==> config.mk <==
export PLATFORM = sky130hd
export DESIGN_NAME = bitcnt_exec_flat
export DESIGN_NICKNAME = d
export VERILOG_FILES = /design/src/rtl/bitcnt_pkg.sv /design/src/rtl/bitcnt_if.sv /design/src/rtl/bitcnt_exec_lowbit_index.sv /design/src/rtl/bitcnt_exec.sv /design/src/flat_wrapper.sv
export SDC_FILE = /design/constraint.sdc
export NUM_CORES = 1
export LEC_CHECK = 0
export CORE_MARGIN = 1
export CORE_UTILIZATION = 23
export CTS_BUF_LIST = sky130_fd_sc_hd__clkbuf_8
export DETAILED_ROUTE_END_ITERATION = 10
export HOLD_SLACK_MARGIN = 0.05
export PLACE_DENSITY_LB_ADDON = 0.2
export SLEW_MARGIN = 20
export SYNTH_ARGS = -nofsm -noshare
export SYNTH_HDL_FRONTEND = slang
export SYNTH_SLANG_ARGS = --single-unit
==> constraint.sdc <==
create_clock -name clk -period 1.5 [get_ports clk]
set_input_delay 0.3 -clock clk [delete_from_list [all_inputs] [get_ports clk]]
set_output_delay 0.3 -clock clk [all_outputs]
set_load 0.02 [all_outputs]
==> src/rtl/bitcnt_pkg.sv <==
// Shared types for the bit-count execution unit: operation encoding and default widths.
package bitcnt_pkg;

   localparam int BC_XLEN  = 32;
   localparam int BC_TAG_W = 5;

   typedef enum logic [1:0] {
      BC_CTZ  = 2'b00,
      BC_CLZ  = 2'b01,
      BC_CPOP = 2'b10,
      BC_RSVD = 2'b11
   } bc_op_e;

endpackage

==> src/rtl/bitcnt_if.sv <==
// Issue-side and writeback-side handshake bundle of the bit-count unit.
// Both sides use valid/ready: a transfer happens on a rising edge where valid && ready;
// the sender keeps valid and data stable until then and never derives valid from ready.
interface bitcnt_if
   import bitcnt_pkg::*;
#(
   parameter int XLEN  = BC_XLEN,
   parameter int TAG_W = BC_TAG_W
);
   logic             in_valid;
   logic             in_ready;
   bc_op_e           in_op;
   logic [XLEN-1:0]  in_opnd;
   logic [TAG_W-1:0] in_tag;
   logic             out_valid;
   logic             out_ready;
   logic [XLEN-1:0]  out_result;
   logic [TAG_W-1:0] out_tag;
   logic             out_illegal;

   modport master (
      output in_valid, in_op, in_opnd, in_tag, out_ready,
      input  in_ready, out_valid, out_result, out_tag, out_illegal
   );

   modport slave (
      input  in_valid, in_op, in_opnd, in_tag, out_ready,
      output in_ready, out_valid, out_result, out_tag, out_illegal
   );
endinterface

==> src/rtl/bitcnt_exec_lowbit_index.sv <==
// Trailing-zero core: isolates the lowest set bit and encodes its position with an OR tree.
module lowbit_index #(
   parameter int XLEN = 32
) (
   input  logic [XLEN-1:0]         x_i,
   output logic [$clog2(XLEN)-1:0] idx_o,
   output logic                    zero_o
);
   localparam int IW = $clog2(XLEN);

   logic [XLEN-1:0] iso;

   assign iso    = x_i & (-x_i);
   assign zero_o = ~|x_i;

   // Index bit b is the OR of every one-hot position whose binary index has bit b set.
   always_comb begin
      idx_o = '0;
      for (int b = 0; b < IW; b++) begin
         for (int i = 0; i < XLEN; i++) begin
            if (((i >> b) & 1) == 1) idx_o[b] = idx_o[b] | iso[i];
         end
      end
   end
endmodule

==> src/rtl/bitcnt_exec.sv <==
// Two-stage CTZ/CLZ/CPOP execution unit with flush; CLZ runs on the bit-reversed operand.
// Define BITCNT_CPOP_EN to build population count; otherwise CPOP is reported illegal.
module bitcnt_exec
   import bitcnt_pkg::*;
#(
   parameter int XLEN  = BC_XLEN,
   parameter int TAG_W = BC_TAG_W
) (
   input logic     clk,
   input logic     rst_n,
   input logic     flush,
   bitcnt_if.slave bus
);
   localparam int IW = $clog2(XLEN);
   localparam int CW = IW + 1;

   typedef struct packed {
      logic             valid;
      bc_op_e           op;
      logic [TAG_W-1:0] tag;
      logic [XLEN-1:0]  opnd;
      logic             zero;
   } stage_t;

   stage_t           s1_q, s1_d;
   logic             s2_valid_q, s2_valid_d;
   logic [XLEN-1:0]  res_q, res_d;
   logic [TAG_W-1:0] tag_q, tag_d;
   logic             ill_q, ill_d;

   logic             s2_ready, in_ready;
   logic [XLEN-1:0]  prep;
   logic [IW-1:0]    lb_idx;
   logic             lb_zero;
   logic [CW-1:0]    cnt;
   logic             ill;

   assign s2_ready = !s2_valid_q || bus.out_ready;
   assign in_ready = !flush && (!s1_q.valid || s2_ready);

   always_comb begin
      prep = bus.in_opnd;
      if (bus.in_op == BC_CLZ) begin
         for (int i = 0; i < XLEN; i++) prep[i] = bus.in_opnd[XLEN-1-i];
      end
   end

   lowbit_index #(.XLEN(XLEN)) u_lowbit (
      .x_i    (s1_q.opnd),
      .idx_o  (lb_idx),
      .zero_o (lb_zero)
   );

`ifdef BITCNT_CPOP_EN
   logic [CW-1:0] pop;
   always_comb begin
      pop = '0;
      for (int i = 0; i < XLEN; i++) pop = pop + CW'(s1_q.opnd[i]);
   end
`endif

   always_comb begin
      cnt = '0;
      ill = 1'b0;
      case (s1_q.op)
         BC_CTZ, BC_CLZ: cnt = (s1_q.zero || lb_zero) ? CW'(XLEN) : {1'b0, lb_idx};
`ifdef BITCNT_CPOP_EN
         BC_CPOP:        cnt = pop;
`endif
         default:        ill = 1'b1;
      endcase
   end

   // Stage 1 moves whenever it can accept; stage 2 holds while writeback stalls.
   always_comb begin
      s1_d       = s1_q;
      s2_valid_d = s2_valid_q;
      res_d      = res_q;
      tag_d      = tag_q;
      ill_d      = ill_q;
      if (flush) begin
         s1_d.valid = 1'b0;
         s2_valid_d = 1'b0;
      end else begin
         if (s2_ready) begin
            s2_valid_d = s1_q.valid;
            if (s1_q.valid) begin
               res_d = {{(XLEN-CW){1'b0}}, cnt};
               tag_d = s1_q.tag;
               ill_d = ill;
            end
         end
         if (in_ready) begin
            s1_d.valid = bus.in_valid;
            if (bus.in_valid) begin
               s1_d.op   = bus.in_op;
               s1_d.tag  = bus.in_tag;
               s1_d.opnd = prep;
               s1_d.zero = ~|bus.in_opnd;
            end
         end
      end
   end

   always_ff @(posedge clk) begin
      if (!rst_n) begin
         s1_q       <= '0;
         s2_valid_q <= 1'b0;
         res_q      <= '0;
         tag_q      <= '0;
         ill_q      <= 1'b0;
      end else begin
         s1_q       <= s1_d;
         s2_valid_q <= s2_valid_d;
         res_q      <= res_d;
         tag_q      <= tag_d;
         ill_q      <= ill_d;
      end
   end

   assign bus.in_ready    = in_ready;
   assign bus.out_valid   = s2_valid_q;
   assign bus.out_result  = res_q;
   assign bus.out_tag     = tag_q;
   assign bus.out_illegal = ill_q;
endmodule
==> src/flat_wrapper.sv <==
// flat-port wrapper written by rule: the top's interface ports become plain ports
module bitcnt_exec_flat import bitcnt_pkg::*;
#(
   parameter int XLEN  = BC_XLEN,
   parameter int TAG_W = BC_TAG_W
)
  (clk, rst_n, flush, bus_in_valid, bus_in_op, bus_in_opnd, bus_in_tag, bus_out_ready, bus_in_ready, bus_out_valid, bus_out_result, bus_out_tag, bus_out_illegal);
  bitcnt_if #(.XLEN(XLEN), .TAG_W(TAG_W)) bus_i ();
  input logic clk;
  input logic rst_n;
  input logic flush;
  input wire logic [$bits(bus_i.in_valid)-1:0] bus_in_valid;
  input wire logic [$bits(bus_i.in_op)-1:0] bus_in_op;
  input wire logic [$bits(bus_i.in_opnd)-1:0] bus_in_opnd;
  input wire logic [$bits(bus_i.in_tag)-1:0] bus_in_tag;
  input wire logic [$bits(bus_i.out_ready)-1:0] bus_out_ready;
  output wire logic [$bits(bus_i.in_ready)-1:0] bus_in_ready;
  output wire logic [$bits(bus_i.out_valid)-1:0] bus_out_valid;
  output wire logic [$bits(bus_i.out_result)-1:0] bus_out_result;
  output wire logic [$bits(bus_i.out_tag)-1:0] bus_out_tag;
  output wire logic [$bits(bus_i.out_illegal)-1:0] bus_out_illegal;
  assign bus_i.in_valid = bus_in_valid;
  assign bus_i.in_op = bus_in_op;
  assign bus_i.in_opnd = bus_in_opnd;
  assign bus_i.in_tag = bus_in_tag;
  assign bus_i.out_ready = bus_out_ready;
  assign bus_in_ready = bus_i.in_ready;
  assign bus_out_valid = bus_i.out_valid;
  assign bus_out_result = bus_i.out_result;
  assign bus_out_tag = bus_i.out_tag;
  assign bus_out_illegal = bus_i.out_illegal;
  bitcnt_exec #(.XLEN(XLEN), .TAG_W(TAG_W)) u_core (.clk(clk), .rst_n(rst_n), .flush(flush), .bus(bus_i));
endmodule
==> metrics <==
leakage power between 0.0015 and 0.002 µW; reg-to-reg setup timing slack -250 ps; VDD IR max 0.362 mV; type of the tightest min-delay check primary input to register; routed vias/inst 4.51; WP data required between 1500 and 2000 ps; Final Core Density roughly two fifths; Power Density 747 nW/µm²; unrepaired setup endpoints after global routing true; Synth Warn # 0; Total Routed Length 9170 µm; ranking of synthesized cells by area dfxtp_1, nand2_1, a311oi_1; area fraction in compound gates after synthesis approximately a fifth; Critical Path Source Type register; endpoints failing setup 6; starting density of the core between 20% and 30%; IO Port Bufs 57; Avg Inst Size Synth 7.55 µm²; final setup slack of the worst path -252 ps; xor/xnor share of the synthesized area 0%; DRT iter0 DRCs 160; via count of the routed design between 3000 and 4000; EDFF count, synth 0; share of the synthesized area in the top cell type 37.2%; total number of clock tree sinks between 50 and 60; fraction of final layout cells sized beyond drive strength 1 a little under a third; cell accounting for the most synthesized area dfxtp_1; Routability Congestion roughly 0.75; number of hold-slack violations in the final timing report 0; Diodes inserted 0; antenna-violating nets left 0; final-layout setup total negative slack -1420 ps; worst reg2reg path startpoint u_core.s1_q[28]; Worst Setup EP u_core.bus.out_result[5]; final period demand of the worst path around 1800 ps; max-capacitance violation count 0; Max H-tree Level 2; global-route wire length before repair 14100 µm; share of synthesized registers carrying an async set or reset 0%; detailed placement HPWL between 6000 and 7000 µm; I/O pin count 84; highest routed layer met4; total met2 wirelength after detailed routing around 4500 µm; area growth from synthesis to layout 62.5%; post-route clock skew a little over 8 ps; final critical-path share of the clock period 117%; Critical Path Sink Type register; die boundary width ~110 µm; run status finished with violations; maximum fanout encountered on the critical timing path 3; source of the critical timing path u_core.s1_q[28]; Seq cells post-synth 53; largest family of logic cells by synthesized area simple AND/OR/NAND/NOR gates; adder and majority gate portion of the synthesized area 0%; most common cell in the synthesized netlist nand2_1; critical path type register to register; Distinct cells, synth 43; dominant register cell in the synthesized netlist dfxtp_1; area of the die between 10000 and 15000 µm²; capture instance of the worst register-to-register path u_core.bus.out_result[5]; arrival time of the worst setup path a little under 2000 ps; CTS buffer count 5; maximum buffer depth of the clock tree 2; Met3 Wirelength 314 µm; logic depth of the worst register-to-register path 5; number of hold buffers added after cts 0; fraction of the yosys area taken by sequential cells 37.2%; clk root buf clkbuf_8; DIE HEIGHT ~110 µm; detailed-route wire length per cell 13.3 µm; number of detailed-routing iterations run before antenna repair 4; maximum number of pins on one net before global-route repair 33; initial antenna violation count 0; cell area after synthesis 2850 µm²; drc violations 0; cell count after synthesis between 300 and 400; latest clock arrival within the worst-skew pair 300 ps; FP Rows 40; vias in the first global route between 2000 and 3000; Post-synth top cells nand2_1, dfxtp_1, nor2_1; floorplan core area 12100 µm²; Tot GR Track Use 14.0%; net count reported at finish roughly 570; clock input transition at the sequential cells of the worst setup and hold paths around 100 ps; failing checks negative setup slack; clock tree from TritonCTS yes; length of routed wiring on met1 4270 µm; mux cell area share after synthesis 0%; simple-gate share of the synthesized area between 30% and 40%; pins over their slew limit 0; fmax 0.571 GHz; leftover overflow at the end of global routing 0
==> kinds of logic after synthesis <==
kind of cell | count (synthesis)
buffers and inverters | 53
and+or+nand+nor | 190
AOI/OAI and AO/OA | 81
DFF | 53
other | 1
==> state kept, by name, indices dropped and copies added, names as in the netlist <==
signal                  flops
u_core.bus.out_illegal      1
u_core.bus.out_result       6
u_core.bus.out_tag          5
u_core.bus.out_valid        1
u_core.s1_q                40
==> how the worst min path moves through the flow <==
| stage | from | endpoint | slack, ps | depth (start not counted) |
|---|---|---|---|---|
| final | bus_in_opnd[4] | u_core.s1_q[28] | 420 | 4 |
| after CTS | u_core.s1_q[33] | u_core.bus.out_tag[0] | 460 | 2 |
| after detailed placement | u_core.s1_q[33] | u_core.bus.out_tag[0] | 440 | 2 |
| after global routing | bus_in_opnd[12] | u_core.s1_q[20] | 430 | 4 |
| after global placement | u_core.s1_q[35] | u_core.bus.out_tag[2] | 440 | 2 |
| after floorplan | u_core.s1_q[33] | u_core.bus.out_tag[0] | 430 | 2 |
==> where the power goes <==
group	switching [µW]	total, µW	internal [µW]
clock network	474	893	419
logic	511	1040	532
registers	51.8	1530	1480
==> worst max-delay path, cell delays in order, from the launching register on <==
cell	delay, ps
dfxtp_2	330
or4_4	580
nor4_4	260
buf_4	180
a21oi_2	60
o41ai_2	260
==> timing repair <==
item | CTS | global route
pin swaps | 15 | 18
setup buffers | 2 | 1
cloned | 2 | 0
resized for setup | 34 | 35
endpoints found under the setup margin | 56 | 16
==> per-stage QoR <==
step / worst slack [ps] / hold WS, ps / area, µm² / power [µW] / cells
global route: -356 / 433 / 4640 / 3640 / 691
detailed placement: -566 / 444 / 4280 / 2500 / 678
CTS: -245 / 458 / 4500 / 3430 / 690
global placement: -513 / 440 / 4280 / 2500 / 678
finish: -252 / 421 / 4640 / 3460 / 691
floorplan: -183 / 432 / 3000 / 2040 / 403
==> layout by cell type, fill, tap and decap left out, types with 2 or more instances in the layout <==
master            n
dlymetal6s2s_1    9
o211ai_1          2
o21ai_0           5
a21oi_1          21
nand2b_1          3
nor2b_1           4
nor3_1            4
buf_12            5
nand2_1          95
dfxtp_1          45
nor4_2            9
a21oi_2           2
conb_1           26
o21ai_1           2
nor3_2            2
clkbuf_8          7
a311oi_1         22
nor4_4            2
dlygate4sd2_1    15
a311oi_2         11
nand4_1           4
nor2_1           45
buf_16            2
nand3_1           2
clkdlybuf4s50_1  32
or3_1             2
inv_1             5
a211oi_1          2
buf_4            95
dfxtp_2           7
nor4_1            4
or4_4             3
==> layout make-up <==
type / instances / area, µm²
Clock buffer: 7 / 96.3
Inverter: 5 / 18.8
Fill cell: 1267 / 7420
Multi-Input combinational cell: 297 / 1780
Clock inverter: 1 / 5.00
Sequential cell: 53 / 1070
Timing Repair Buffer: 160 / 1450
Tap cell: 168 / 210
==> per-layer routing <==
layer / up-vias / track usage, %
li1: 1583 / -
met1: 1471 / 17.4
met2: 58 / 25.2
met3: 4 / 2.55
met4: 0 / 2.89
met5: - / 0
(Power assumes the default switching activity.)
